--- src/rtl/sd_dat_rx_seq_if.sv ---
// sd_dat_rx_seq_if: bundles the sequencer's sampler, CRC engine and block-side signals.
//   slave  (sequencer): takes i_start/i_abort/i_bit_en/i_dat_in/i_crc_val, drives all o_* signals
//   master (system)   : the mirror image of slave
interface sd_dat_rx_seq_if;
    logic        i_start;
    logic        i_abort;
    logic        i_bit_en;
    logic        i_dat_in;
    logic [15:0] i_crc_val;
    logic [7:0]  o_byte_out;
    logic        o_byte_valid;
    logic        o_busy;
    logic        o_done;
    logic        o_crc_ok;
    logic        o_crc_err;
    logic        o_end_err;
    logic        o_timeout;
    logic        o_crc_bit;
    logic        o_crc_strb;
    logic        o_crc_clear;
    modport slave (
        input  i_start, i_abort, i_bit_en, i_dat_in, i_crc_val,
        output o_byte_out, o_byte_valid, o_busy, o_done, o_crc_ok, o_crc_err,
               o_end_err, o_timeout, o_crc_bit, o_crc_strb, o_crc_clear
    );
    modport master (
        output i_start, i_abort, i_bit_en, i_dat_in, i_crc_val,
        input  o_byte_out, o_byte_valid, o_busy, o_done, o_crc_ok, o_crc_err,
               o_end_err, o_timeout, o_crc_bit, o_crc_strb, o_crc_clear
    );
endinterface

--- src/rtl/sd_dat_rx_seq.sv ---
// sd_dat_rx_seq: SD DAT-line receive sequencer; hunts the start bit, deserialises a block
// MSB-first, streams data and received CRC bits to an external CRC16 engine, then checks the
// residue and end bit.
//   clk   : system clock, rising edge
//   rst_n : asynchronous active-low reset
//   bus   : sd_dat_rx_seq_if.slave (start/abort/bit strobe/data in, CRC engine link, byte/status out)
// Optional start-bit timeout: define SD_DAT_NAC_TIMEOUT_EN (limit set by NAC_MAX).
module sd_dat_rx_seq #(
    parameter int BLK_BYTES = 512,
    parameter int NAC_MAX   = 65535
) (
    input logic           clk,
    input logic           rst_n,
    sd_dat_rx_seq_if.slave bus
);
    localparam int NBITS = BLK_BYTES * 8;
    localparam int CW    = $clog2(NBITS + 16);
    if (BLK_BYTES < 1 || BLK_BYTES > 4096 || NAC_MAX < 1) begin : g_bad_param
        $error("sd_dat_rx_seq: parameter out of range");
    end
    typedef enum logic [2:0] {S_IDLE, S_HUNT, S_DATA, S_CRCR, S_ENDB, S_DONE} state_t;
    state_t          r_state, w_state;
    logic [CW-1:0]   r_cnt, w_cnt;
    logic [7:0]      r_shift, w_shift;
    logic [7:0]      r_byte_out, w_byte_out;
    logic            r_byte_valid, w_byte_valid;
    logic            r_busy, w_busy;
    logic            r_done, w_done;
    logic            r_crc_ok, w_crc_ok;
    logic            r_crc_err, w_crc_err;
    logic            r_end_err, w_end_err;
    logic            r_crc_bit, w_crc_bit;
    logic            r_crc_strb, w_crc_strb;
    logic            r_crc_clear, w_crc_clear;
`ifdef SD_DAT_NAC_TIMEOUT_EN
    localparam int NW = $clog2(NAC_MAX + 1);
    logic [NW-1:0]   r_nac, w_nac;
    logic            r_timeout, w_timeout;
`endif
    always_comb begin
        w_state      = r_state;
        w_cnt        = r_cnt;
        w_shift      = r_shift;
        w_byte_out   = r_byte_out;
        w_byte_valid = 1'b0;
        w_busy       = r_busy;
        w_done       = 1'b0;
        w_crc_ok     = r_crc_ok;
        w_crc_err    = r_crc_err;
        w_end_err    = r_end_err;
        w_crc_bit    = 1'b0;
        w_crc_strb   = 1'b0;
        w_crc_clear  = 1'b0;
`ifdef SD_DAT_NAC_TIMEOUT_EN
        w_nac        = r_nac;
        w_timeout    = r_timeout;
`endif
        if (bus.i_abort) begin
            w_state = S_IDLE;
            w_busy  = 1'b0;
        end else begin
            case (r_state)
                S_IDLE: if (bus.i_start) begin
                    // Clear strobe resets the engine before any block bit arrives
                    w_state     = S_HUNT;
                    w_busy      = 1'b1;
                    w_crc_clear = 1'b1;
                    w_crc_strb  = 1'b1;
                    w_crc_ok    = 1'b0;
                    w_crc_err   = 1'b0;
                    w_end_err   = 1'b0;
                    w_cnt       = '0;
`ifdef SD_DAT_NAC_TIMEOUT_EN
                    w_nac       = '0;
                    w_timeout   = 1'b0;
`endif
                end
                S_HUNT: if (bus.i_bit_en) begin
                    if (!bus.i_dat_in) begin
                        w_state = S_DATA;
`ifdef SD_DAT_NAC_TIMEOUT_EN
                    end else if (r_nac == NW'(NAC_MAX - 1)) begin
                        w_state   = S_IDLE;
                        w_timeout = 1'b1;
                        w_done    = 1'b1;
                        w_busy    = 1'b0;
                        w_crc_ok  = 1'b0;
                        w_crc_err = 1'b0;
                    end else begin
                        w_nac = r_nac + NW'(1);
`endif
                    end
                end
                S_DATA, S_CRCR: if (bus.i_bit_en) begin
                    // One counter spans data then CRC bits, so CRCR ends at NBITS+15
                    w_crc_bit  = bus.i_dat_in;
                    w_crc_strb = 1'b1;
                    w_cnt      = r_cnt + CW'(1);
                    if (r_state == S_DATA) begin
                        w_shift      = {r_shift[6:0], bus.i_dat_in};
                        w_byte_valid = (r_cnt[2:0] == 3'd7);
                        w_byte_out   = w_byte_valid ? w_shift : r_byte_out;
                        w_state      = (r_cnt == CW'(NBITS - 1)) ? S_CRCR : S_DATA;
                    end else begin
                        w_state = (r_cnt == CW'(NBITS + 15)) ? S_ENDB : S_CRCR;
                    end
                end
                S_ENDB: if (bus.i_bit_en) begin
                    // CRC_BIT is 0 here, so the lookahead is zero exactly when the register is
                    w_crc_ok  = (bus.i_crc_val == 16'h0000);
                    w_crc_err = (bus.i_crc_val != 16'h0000);
                    w_end_err = !bus.i_dat_in;
                    w_state   = S_DONE;
                end
                S_DONE: begin
                    w_done  = 1'b1;
                    w_busy  = 1'b0;
                    w_state = S_IDLE;
                end
                default: w_state = S_IDLE;
            endcase
        end
    end
    always_ff @(posedge clk or negedge rst_n) begin
        if (!rst_n) begin
            r_state      <= S_IDLE;
            r_cnt        <= '0;
            r_shift      <= 8'h00;
            r_byte_out   <= 8'h00;
            r_byte_valid <= 1'b0;
            r_busy       <= 1'b0;
            r_done       <= 1'b0;
            r_crc_ok     <= 1'b0;
            r_crc_err    <= 1'b0;
            r_end_err    <= 1'b0;
            r_crc_bit    <= 1'b0;
            r_crc_strb   <= 1'b0;
            r_crc_clear  <= 1'b0;
        end else begin
            r_state      <= w_state;
            r_cnt        <= w_cnt;
            r_shift      <= w_shift;
            r_byte_out   <= w_byte_out;
            r_byte_valid <= w_byte_valid;
            r_busy       <= w_busy;
            r_done       <= w_done;
            r_crc_ok     <= w_crc_ok;
            r_crc_err    <= w_crc_err;
            r_end_err    <= w_end_err;
            r_crc_bit    <= w_crc_bit;
            r_crc_strb   <= w_crc_strb;
            r_crc_clear  <= w_crc_clear;
        end
    end
`ifdef SD_DAT_NAC_TIMEOUT_EN
    always_ff @(posedge clk or negedge rst_n) begin
        if (!rst_n) begin
            r_nac     <= '0;
            r_timeout <= 1'b0;
        end else begin
            r_nac     <= w_nac;
            r_timeout <= w_timeout;
        end
    end
    assign bus.o_timeout = r_timeout;
`else
    assign bus.o_timeout = 1'b0;
`endif
    assign bus.o_byte_out   = r_byte_out;
    assign bus.o_byte_valid = r_byte_valid;
    assign bus.o_busy       = r_busy;
    assign bus.o_done       = r_done;
    assign bus.o_crc_ok     = r_crc_ok;
    assign bus.o_crc_err    = r_crc_err;
    assign bus.o_end_err    = r_end_err;
    assign bus.o_crc_bit    = r_crc_bit;
    assign bus.o_crc_strb   = r_crc_strb;
    assign bus.o_crc_clear  = r_crc_clear;
endmodule

--- src/flat_wrapper.sv ---
// flat-port wrapper written by rule: the top's interface ports become plain ports
module sd_dat_rx_seq_flat 
#(
    parameter int BLK_BYTES = 512,
    parameter int NAC_MAX   = 65535
)
  (clk, rst_n, bus_i_start, bus_i_abort, bus_i_bit_en, bus_i_dat_in, bus_i_crc_val, bus_o_byte_out, bus_o_byte_valid, bus_o_busy, bus_o_done, bus_o_crc_ok, bus_o_crc_err, bus_o_end_err, bus_o_timeout, bus_o_crc_bit, bus_o_crc_strb, bus_o_crc_clear);
  sd_dat_rx_seq_if bus_i ();
  input logic clk;
  input logic rst_n;
  input wire logic [$bits(bus_i.i_start)-1:0] bus_i_start;
  input wire logic [$bits(bus_i.i_abort)-1:0] bus_i_abort;
  input wire logic [$bits(bus_i.i_bit_en)-1:0] bus_i_bit_en;
  input wire logic [$bits(bus_i.i_dat_in)-1:0] bus_i_dat_in;
  input wire logic [$bits(bus_i.i_crc_val)-1:0] bus_i_crc_val;
  output wire logic [$bits(bus_i.o_byte_out)-1:0] bus_o_byte_out;
  output wire logic [$bits(bus_i.o_byte_valid)-1:0] bus_o_byte_valid;
  output wire logic [$bits(bus_i.o_busy)-1:0] bus_o_busy;
  output wire logic [$bits(bus_i.o_done)-1:0] bus_o_done;
  output wire logic [$bits(bus_i.o_crc_ok)-1:0] bus_o_crc_ok;
  output wire logic [$bits(bus_i.o_crc_err)-1:0] bus_o_crc_err;
  output wire logic [$bits(bus_i.o_end_err)-1:0] bus_o_end_err;
  output wire logic [$bits(bus_i.o_timeout)-1:0] bus_o_timeout;
  output wire logic [$bits(bus_i.o_crc_bit)-1:0] bus_o_crc_bit;
  output wire logic [$bits(bus_i.o_crc_strb)-1:0] bus_o_crc_strb;
  output wire logic [$bits(bus_i.o_crc_clear)-1:0] bus_o_crc_clear;
  assign bus_i.i_start = bus_i_start;
  assign bus_i.i_abort = bus_i_abort;
  assign bus_i.i_bit_en = bus_i_bit_en;
  assign bus_i.i_dat_in = bus_i_dat_in;
  assign bus_i.i_crc_val = bus_i_crc_val;
  assign bus_o_byte_out = bus_i.o_byte_out;
  assign bus_o_byte_valid = bus_i.o_byte_valid;
  assign bus_o_busy = bus_i.o_busy;
  assign bus_o_done = bus_i.o_done;
  assign bus_o_crc_ok = bus_i.o_crc_ok;
  assign bus_o_crc_err = bus_i.o_crc_err;
  assign bus_o_end_err = bus_i.o_end_err;
  assign bus_o_timeout = bus_i.o_timeout;
  assign bus_o_crc_bit = bus_i.o_crc_bit;
  assign bus_o_crc_strb = bus_i.o_crc_strb;
  assign bus_o_crc_clear = bus_i.o_crc_clear;
  sd_dat_rx_seq #(.BLK_BYTES(BLK_BYTES), .NAC_MAX(NAC_MAX)) u_core (.clk(clk), .rst_n(rst_n), .bus(bus_i));
endmodule
--- config.mk ---
export PLATFORM = sky130hd
export DESIGN_NAME = sd_dat_rx_seq_flat
export DESIGN_NICKNAME = d
export VERILOG_FILES = /design/src/rtl/sd_dat_rx_seq_if.sv /design/src/rtl/sd_dat_rx_seq.sv /design/src/flat_wrapper.sv
export SDC_FILE = /design/constraint.sdc
export NUM_CORES = 1
export LEC_CHECK = 0
export ABC_AREA = 1
export BUFFER_PORTS_ARGS = -buffer_cell sky130_fd_sc_hd__buf_2
export CORE_MARGIN = 2
export CORE_UTILIZATION = 48
export CTS_CLUSTER_DIAMETER = 60
export CTS_CLUSTER_SIZE = 25
export DETAILED_ROUTE_END_ITERATION = 12
export PLACE_DENSITY = 0.71
export SLEW_MARGIN = 20
export SYNTH_ARGS = -nofsm -noshare
export SYNTH_HDL_FRONTEND = slang
export SYNTH_SLANG_ARGS = --single-unit
--- constraint.sdc ---
create_clock -name clk -period 1.74 [get_ports clk]
set_input_delay 0.174 -clock clk [delete_from_list [all_inputs] [get_ports clk]]
set_output_delay 0.174 -clock clk [all_outputs]
set_load 0.05 [all_outputs]
Yosys cells after proc, flatten, opt, wreduce, memory -nomap -nowiden

Index checks and enable logic that the tools add are counted.

Register bits: 40
Input bits: 22
Output and inout port bits: 18
Word-level logic and storage cells: 83

Add/sub/neg operators: 1
Equal/unequal tests: 16
Muxes and demuxes: 38
Bitwise logic cells: 1
Reduce and logical (&&, ||, !) cells: 14

Operators by type and width:

| kind                    | number |
|---|---|
| $mux W13                | 2 |
| $pmux W13 S2            | 1 |
| $mux W3                 | 8 |
| $mux W1                 | 21 |
| $logic_not A16 Y1       | 1 |
| $reduce_bool A16 Y1     | 1 |
| $ne A3 B3 Y1 const B    | 5 |
| $add A13 B1 Y13 const B | 1 |
| $eq A13 B12 Y1 const B  | 1 |
| $eq A13 B13 Y1 const B  | 1 |
| $pmux W3 S4             | 1 |
| $reduce_and A4 Y1       | 3 |
| $pmux W1 S2             | 5 |
| $reduce_and A5 Y1       | 2 |
| $eq A3 B3 Y1 const B    | 3 |
| $eq A3 B2 Y1 const B    | 2 |
| $ne A2 B2 Y1 const B    | 3 |
| $reduce_bool A2 Y1      | 2 |
| $eq A3 B1 Y1 const B    | 1 |
| $logic_not A3 Y1        | 1 |
| $reduce_bool A3 Y1      | 1 |
| $reduce_and A2 Y1       | 1 |
| $reduce_or A2 Y1        | 1 |
| $logic_not A1 Y1        | 1 |
| $not A1 Y1              | 1 |

Depth between registers and ports, before layout

Gate-level depths: netlist of the first run.

Word-level depth: 6
Mapped depth: 10
Mapped depth without buffers: 10

Least setup slack after synthesis of the first run

Ideal clock, no wire load.

Kind: register -> register
Start: register u_core.r_cnt[0]
End: register u_core.r_state[0]
Setup time: 0.121 ns
Data arrival time: 1.300 ns
Data required time: 1.619 ns
Setup slack: 0.320 ns
Stages on the path, launching flop included: 11
Buffers on the path: 0
Clock period less this slack: 1.420 ns
Path through: dfrtp_1 ha_1 nand2_1 nor2_1 nand3_1 nor2_1 nor2_1 nand2_1 nand2_1 nand2_1 nand2_1

Word-level cells in the longest chain between the ends: 6
Elaborated cells on any way between the ends: 8
Those cells by class: eq/ne (2); mux (6)

Ends and longest elaborated chain:

| what                                             | RTL line                                   | RTL |
|---|---|---|
| from (decl)                                      | sd_dat_rx_seq.sv:23                        | `logic [CW-1:0] r_cnt, w_cnt;` |
| from (signal assigned)                           | sd_dat_rx_seq.sv:141                       | `r_cnt <= w_cnt;` |
| $eq A13 B13 Y1 or $eq A13 B12 Y1 (tied branches) | sd_dat_rx_seq.sv:105, sd_dat_rx_seq.sv:103 |  |
| $mux W3 or $mux W1 (tied branches)               | sd_dat_rx_seq.sv:105, sd_dat_rx_seq.sv:103 |  |
| $mux W3 *                                        | sd_dat_rx_seq.sv:99                        | `if (r_state == S_DATA) begin` |
| $mux W3 *                                        | sd_dat_rx_seq.sv:94                        | `S_DATA, S_CRCR: if (bus.i_bit_en) begin` |
| $pmux W3 S4 *                                    | sd_dat_rx_seq.sv:62                        | `case (r_state)` |
| $mux W3 *                                        | sd_dat_rx_seq.sv:58                        | `if (bus.i_abort) begin` |
| to (signal assigned)                             | sd_dat_rx_seq.sv:140                       | `r_state <= w_state;` |
| to (decl)                                        | sd_dat_rx_seq.sv:22                        | `state_t r_state, w_state;` |

Every way passes the cells marked *; elsewhere a longest branch is shown, timed or not. The select of a mux whose other input is x is not followed.
A chain may end at the register's enable or synchronous reset.

Worst setup path after layout of the first run

Start: register u_core.r_state[1]
End: register u_core.r_cnt[1]

Word-level cells in the longest chain between the ends: 4
Elaborated cells on any way between the ends: 9
Those cells by class: eq/ne (4); mux (1); reduce/logical (4)

Ends and longest elaborated chain:

| what                                                         | RTL line |
|---|---|
| $eq A3 B2 Y1                                                 | sd_dat_rx_seq.sv:62 |
| $reduce_or A2 Y1                                             | sd_dat_rx_seq.sv:62 |
| $ne A2 B2 Y1 (no line) or $reduce_bool A2 Y1 (tied branches) | n/a |
| $reduce_and A4 Y1 (no line)                                  | n/a |

Several ways; a longest one is shown, not always the timed one.

==> results of run 1 <==
## worst max-delay path by stage
stage,start,end,depth (start not counted)
2_1_floorplan,u_core.r_cnt[0]$_DFFE_PN0P_,u_core.r_state[0]$_DFFE_PN0P_,10
3_3_place_gp,u_core.r_cnt[0]$_DFFE_PN0P_,u_core.r_state[0]$_DFFE_PN0P_,10
3_5_place_dp,u_core.r_cnt[0]$_DFFE_PN0P_,u_core.r_state[0]$_DFFE_PN0P_,10
4_1_cts,u_core.r_cnt[0]$_DFFE_PN0P_,u_core.r_state[0]$_DFFE_PN0P_,10
5_1_grt,u_core.r_cnt[0]$_DFFE_PN0P_,u_core.r_state[0]$_DFFE_PN0P_,10
6_report,u_core.r_state[1]$_DFFE_PN0P_,u_core.r_cnt[1]$_DFFE_PN0P_,7
## per-layer routing
layer | vias to the layer above | GRT usage | part of all wire
met5 | - | 0 | 0
li1 | 916 | - | -
met1 | 829 | 0.2686 | 0.48
met4 | 0 | 0.05983 | 0.011
met3 | 6 | 0.04942 | 0.070
met2 | 66 | 0.2895 | 0.44
## Yosys cell counts, types with 3 or more instances
cell type / n / share of area
a21oi_1: 6 / 0.015
o21ai_2: 7 / 0.030
nor2_1: 32 / 0.058
nor3_1: 8 / 0.019
inv_1: 29 / 0.053
dfrtp_1: 40 / 0.48
nand4_1: 8 / 0.024
nand3_1: 18 / 0.044
o21ai_1: 5 / 0.012
inv_2: 3 / 0.0054
nand2_1: 68 / 0.12
o21ai_0: 13 / 0.031
## kinds of logic (layout without fill, tap and decap cells)
| family | Yosys count | after routing |
|---|---|---|
| buf+inv | 36 | 84 |
| fa+ha+maj | 2 | 2 |
| compound gates | 34 | 34 |
| other cells | 1 | 1 |
| simple gates | 144 | 144 |
| flops | 40 | 40 |
## worst max-delay path: stages (launching register included)
cell	delay [ps]
dfrtp_1	430
nor2_2	200
nand2_2	90
inv_2	70
nand3_2	150
nand2_4	180
inv_1	110
a22o_1	190
## cell type report
cell class                      instances  share of cell area
Inverter                               32             0.04881
Tap cell                               50             0.02542
Clock buffer                            5             0.02796
Timing Repair Buffer                   44              0.1017
Sequential cell                        40              0.4067
Clock inverter                          3             0.01881
Multi-Input combinational cell        181              0.3706
## report_power, final
part | switching, mW | leakage [nW] | internal (mW)
combinational | 0.540 | 0.670 | 0.228
sequential | 0.0909 | 0.540 | 1.07
clock | 0.351 | 0.0548 | 0.432
## flip-flops by register name, indices dropped and copies added, names as in the netlist
signal,flops
u_core.r_cnt,13
u_core.bus.o_byte_out,8
u_core.r_shift,7
u_core.r_state,3
u_core.bus.o_busy,1
u_core.bus.o_byte_valid,1
u_core.bus.o_crc_bit,1
u_core.bus.o_crc_clear,1
u_core.bus.o_crc_err,1
u_core.bus.o_crc_ok,1
u_core.bus.o_crc_strb,1
u_core.bus.o_done,1
u_core.bus.o_end_err,1
## timing repair
item,in CTS,in global routing
endpoints found under the hold margin,16,0
endpoints found under the setup margin,0,6
setup buffers,0,0
gates resized for setup,0,2
hold buffers,1,0
==> impl_results.md, run 1 <==
* # fillers at approximately 370
* Post-Synth Simple-Gate Area at 0.3245
* Flop-to-flop setup slack at about 200 ps
* Layout area overhead at 19.07%
* Top FF cell, synth: dfrtp_1
* Die H at between 60 and 70 um
* Slew Limit Fails at 0
* Main combinational cell family by area after synthesis: simple AND/OR/NAND/NOR gates
* TritonRoute pass-1 iters at 4
* Global route total overflow at 0
* Peak supply drop at roughly 580 uV
* R2R cell count at 7
* RSZ-0062 raised after global routing: false
* Worst-Skew Late Latency at 300 ps
* Reg area at ~1000 um2
* FMAX at roughly 650 MHz
* Setup TNS at 0 ps
* R2r endpoint: u_core.r_cnt[1]$_DFFE_PN0P_
* Post-Syn Area at ~2100 um2
* Max Fanout on Critical Path at 11
* Worst r2r src: u_core.r_state[1]$_DFFE_PN0P_
* Final HPWL DP at 3280 um
* Worst slew pin tran at between 500 and 600 ps
* Compound-Gate Fraction of Synth Area at 0.09927
* Post-route ant nets at 0
* Vias in the first global route at ~1600
* Synth warn at 0
* Total power at approximately 2.7 mW
* Critical Path RT at around 1900 ps
* Synth cell types at 25
* Hold Worst Slack at approximately 100 ps
* Residual DRC at 0
* Routed WL per cell at between 10 and 15 um
* Tot GR Track Use at 0.1909
* Global-route wire length before repair at between 7000 and 8000 um
* Clock transition at path regs at about 90 ps
* Io pins at 40
* Cells after synthesis at 257
* WL final at around 4300 um
* Initial antenna violation count at 0
* Sink Count at 40
* Hold path start: bus_i_abort
* Critical path class: reg2reg
* Cell area after placement at between 2000 and 2500 um2
* Slew HR at 0.6575
* Startpoint types: flip-flop
* Post-synthesis adder-cell area fraction at 0.01211
* Fin nets at around 330
* MaxCap Viol Count at 0
* Die Footprint at slightly below 5000 um2
* Placed insts at between 300 and 400
* Port Buffers at 38
* Setup-failing EPs final at 0
* XOR/XNOR Fraction of Synth Area at 0
* CTS Buf Count at 5
* Largest net degree at the start of global routing at 25
* Commonest non-fill, non-tap cell in the layout: nand2_1
* Initial core utilization at 0.5058
* Fin. Hold Viols at 0
* Post-route cell area at ~2500 um2
* Share of layout cells above drive strength 1 at 0.2361
* Ant. Diodes at 0
* Clk_skew at 9.310 ps
* Final cell count without fillers at between 300 and 400
* Core box area at between 4000 and 5000 um2
* Worst hold path class: in2reg
* Post-synthesis sequential area ratio at 0.4843
* Synthesized area per cell at 8.043 um2
* Setup ws final at 197.5 ps
* Net Count, Synth at 281
* Pleak at between 1 and 1.5 nW
* Crit share post-route at 0.8865
* Via count at approximately 1800
* Power per cell area at around 1100 nW/um2
* Drt first-iter violations at between 100 and 150
* Hold Path End: u_core.bus.o_done$_DFF_PN0_
* Vias per inst at around 5.1
* WP data arrival at 1730 ps
* CP Capture Type: flip-flop
* CTS tree: done
* Mux cell area share after synthesis at 0
* Most frequent cells in the layout: nand2_1, dfrtp_1, buf_2, nor2_1, inv_1
* Core Util, Final at 0.6023
* Post-synth EDFFs at 0
* H-tree depth at 2
* Outcome: completed
* Ys async rst share at 1.000
* Area of the multi-input gates at 912.1 um2
* FP Rows at 23
* Routability Congestion at approximately 0.90
* DP Worst Slack at about 60 ps
* Root Driver: clkbuf_8
* Flops & latches, synth at 40
* Fin crit period at 1543 ps
* Clock Path Buffers at 2
* Die width at slightly below 70 um
* Hold Crit Depth at 2
(Power assumes the default switching activity.)
==> inputs of run 2 (changes only) <==
==> constraint.sdc (replaced) <==
create_clock -name clk -period 1.74 [get_ports clk]
set_input_delay 0.087 -clock clk [delete_from_list [all_inputs] [get_ports clk]]
set_output_delay 0.087 -clock clk [all_outputs]
set_load 0.05 [all_outputs]
==> run 2 against run 1 <==
Against the previous run:
- clock power decreased by 26%
- critical path depth unchanged
- clock skew decreased by 2.9 ps
- non-clock buffer count unchanged
- critical endpoint unchanged
- sequential cell count unchanged
- routed wire length decreased by 6.0%
- via count decreased by 1.7%
- largest cell class unchanged
==> impl_results.md, run 2 (same netlist as run 1, synthesis figures left out) <==
* # fillers at 362 (-1.6%)
* WP data arrival at 1720 ps (about the same)
* Area of the multi-input gates at 912.1 um2 (unchanged)
* Worst hold path class: in2reg
* Post-route ant nets at 0 (unchanged)
* Routability Congestion at 0.8895 (-1.5%)
* Via count at 1786 (-1.7%)
* CTS tree: done
* Final HPWL DP at 3108 um (-5.3%)
* Vias in the first global route at 1706 (+3.9%)
* Slew Limit Fails at 0 (unchanged)
* Fin crit period at 1538 ps (-4.645 ps)
* Fin nets at 328 (unchanged)
* Port Buffers at 38 (unchanged)
* Sw Share at 0.3718 (+0.01000)
* Layout area overhead at 17.43%
* CP top delay family: simple AND/OR/NAND/NOR gates
* Largest register FFs at 13 (unchanged)
* Die width at 69.62 um (unchanged)
* Clk_skew at 6.456 ps (-2.854 ps)
* Setup Buffers After CTS at 0 (unchanged)
* Max Fanout on Critical Path at 11 (unchanged)
* CP Capture Type: flip-flop
* Worst-Skew Late Latency at 290 ps (about the same)
* Startpoint types: flip-flop
* Clk pwr share at 0.232 (-0.056)
* Worst slew pin tran at 511.4 ps (+1.552 ps)
* CTS Buf Count at 5 (unchanged)
* Clock transition at path regs at 80 ps (about the same)
* Global route total overflow at 0 (unchanged)
* Clock Path Buffers at 2 (unchanged)
* Comb power frac at 0.304 (+0.021)
* Int Pwr at 1.574 mW (-9.1%)
* Worst path slowest cell: dfrtp_1
* MaxCap Viol Count at 0 (unchanged)
* Initial antenna violation count at 0 (unchanged)
* Residual DRC at 0 (unchanged)
* Post-route cell area at 2427 um2 (-1.4%)
* Outcome: completed
* Critical Path RT at 1920 ps (about the same)
* Seq pwr share at 0.465 (+0.037)
* Drt first-iter violations at 94 (-23%)
* Setup-failing EPs final at 0 (unchanged)
* Crit path cell chain: nor2_2, nand2_2, inv_2, nand3_2, nand2_4, inv_1, a22o_1
* CP Buf/Inv Count at 2 (unchanged)
* Io pins at 40 (unchanged)
* Peak supply drop at 521.3 uV (-9.5%)
* H-tree depth at 2 (unchanged)
* Most flops, register: u_core.r_cnt
* Initial core utilization at 0.5058 (unchanged)
* Setup TNS at 0 ps (unchanged)
* RSZ-0062 raised after global routing: false
* Routed WL per cell at 11.49 um (-5.8%)
* Uppermost layer routed: met4
* Slew HR at 0.6565 (-0.001043)
* Pleak at 1.250 nW (-1.2%)
* FMAX at 650.2 MHz (+0.30%)
* FP Rows at 23 (unchanged)
* TritonRoute pass-1 iters at 4 (unchanged)
* Power per cell area at 1032 nW/um2 (-6.4%)
* Wire length on met2 at 1813 um (-5.4%)
* Critical path class: reg2reg
* Root Driver: clkbuf_8
* Tot GR Track Use at 0.1846 (-0.006356)
* Fin. Hold Viols at 0 (unchanged)
* Vias per inst at 5.045 (-1.4%)
* Placed insts at 346 (unchanged)
* Reg area at 1001 um2 (unchanged)
* Crit share post-route at 0.8839 (-0.002670)
* Largest net degree at the start of global routing at 41 (+64%)
* WL final at 4069 um (-6.0%)
* Largest stage delay on the critical path at 430 ps (about the same)
* Metal3 WL at 273 um (-9.6%)
* Most frequent cells in the layout: nand2_1, dfrtp_1, buf_2, nor2_1, inv_1
* Ant. Diodes at 0 (unchanged)
* Global-route wire length before repair at 7307 um (-2.2%)
* Commonest non-fill, non-tap cell in the layout: nand2_1
* Die H at 69.62 um (unchanged)
* Switch Pwr at 931.3 uW (-5.1%)
* Sink Count at 40 (unchanged)
* Cell area after placement at 2328 um2 (unchanged)
* Final cell count without fillers at 354 (-0.28%)
* Die Footprint at 4847 um2 (unchanged)
* Routed met1 length at 1971 um (-4.5%)
* Share of layout cells above drive strength 1 at 0.2336 (-0.002513)
* Core box area at 4086 um2 (unchanged)
==> run 2: area by class of cell <==
cell class | count | share of cell area
sequential | 40 | 0.4124
multi-input combinational | 181 | 0.3758
timing repair buffer | 44 | 0.1031
inverter | 32 | 0.04948
clock buffer | 5 | 0.02835
tap | 50 | 0.02577
clock inverter | 2 | 0.005155
==> run 2: metal layers <==
metal  vias up  GRT usage
met5         -          0
met4         0    0.05128
met3         2    0.04651
met2        61     0.2949
met1       809     0.2507
li1        914          -
==> run 2: timing repair <==
action | CTS | global route
resized for setup | 0 | 2
endpoints found under the hold margin | 40 | 0
endpoints found under the setup margin | 0 | 5
hold buffers | 1 | 0
==> run 2: worst paths after layout <==
path / start / slack [ps] / to / cells after the start
setup / recovery: u_core.r_state[1]$_DFFE_PN0P_ / 200 / u_core.r_cnt[1]$_DFFE_PN0P_ / 7
max in group asynchronous: rst_n / 1250 / u_core.r_cnt[10]$_DFFE_PN0P_ / 3
setup reg to reg: u_core.r_state[1]$_DFFE_PN0P_ / 200 / u_core.r_cnt[1]$_DFFE_PN0P_ / 7
hold / removal: bus_i_abort / 20 / u_core.bus.o_done$_DFF_PN0_ / 2
hold reg to reg: u_core.r_shift[6]$_DFFE_PN0P_ / 470 / u_core.bus.o_byte_out[7]$_DFFE_PN0P_ / 2
min in group asynchronous: rst_n / 290 / u_core.bus.o_crc_ok$_DFFE_PN0P_ / 3
==> run 2: power by group through the flow <==
stage	combinational (mW)	clock (mW)	sequential (mW)
global route	0.856	0.636	1.18
finish	0.761	0.580	1.16
global placement	0.748	0	1.17
floorplan	0.481	0	1.26
CTS	0.768	0.608	1.16
detailed placement	0.763	0	1.18
==> run 2: stage by stage <==
step,hold WS [ps],util,power [mW],setup WS (ps)
final,24.47,0.5940,2.505,202.1
after floorplan,-208.6,-,1.738,319.6
after global placement,73.16,0.5698,1.923,174.0
after detailed placement,74.89,0.5698,1.944,112.8
after global routing,41.38,0.5940,2.671,55.82
after CTS,7.481,0.5922,2.540,88.45
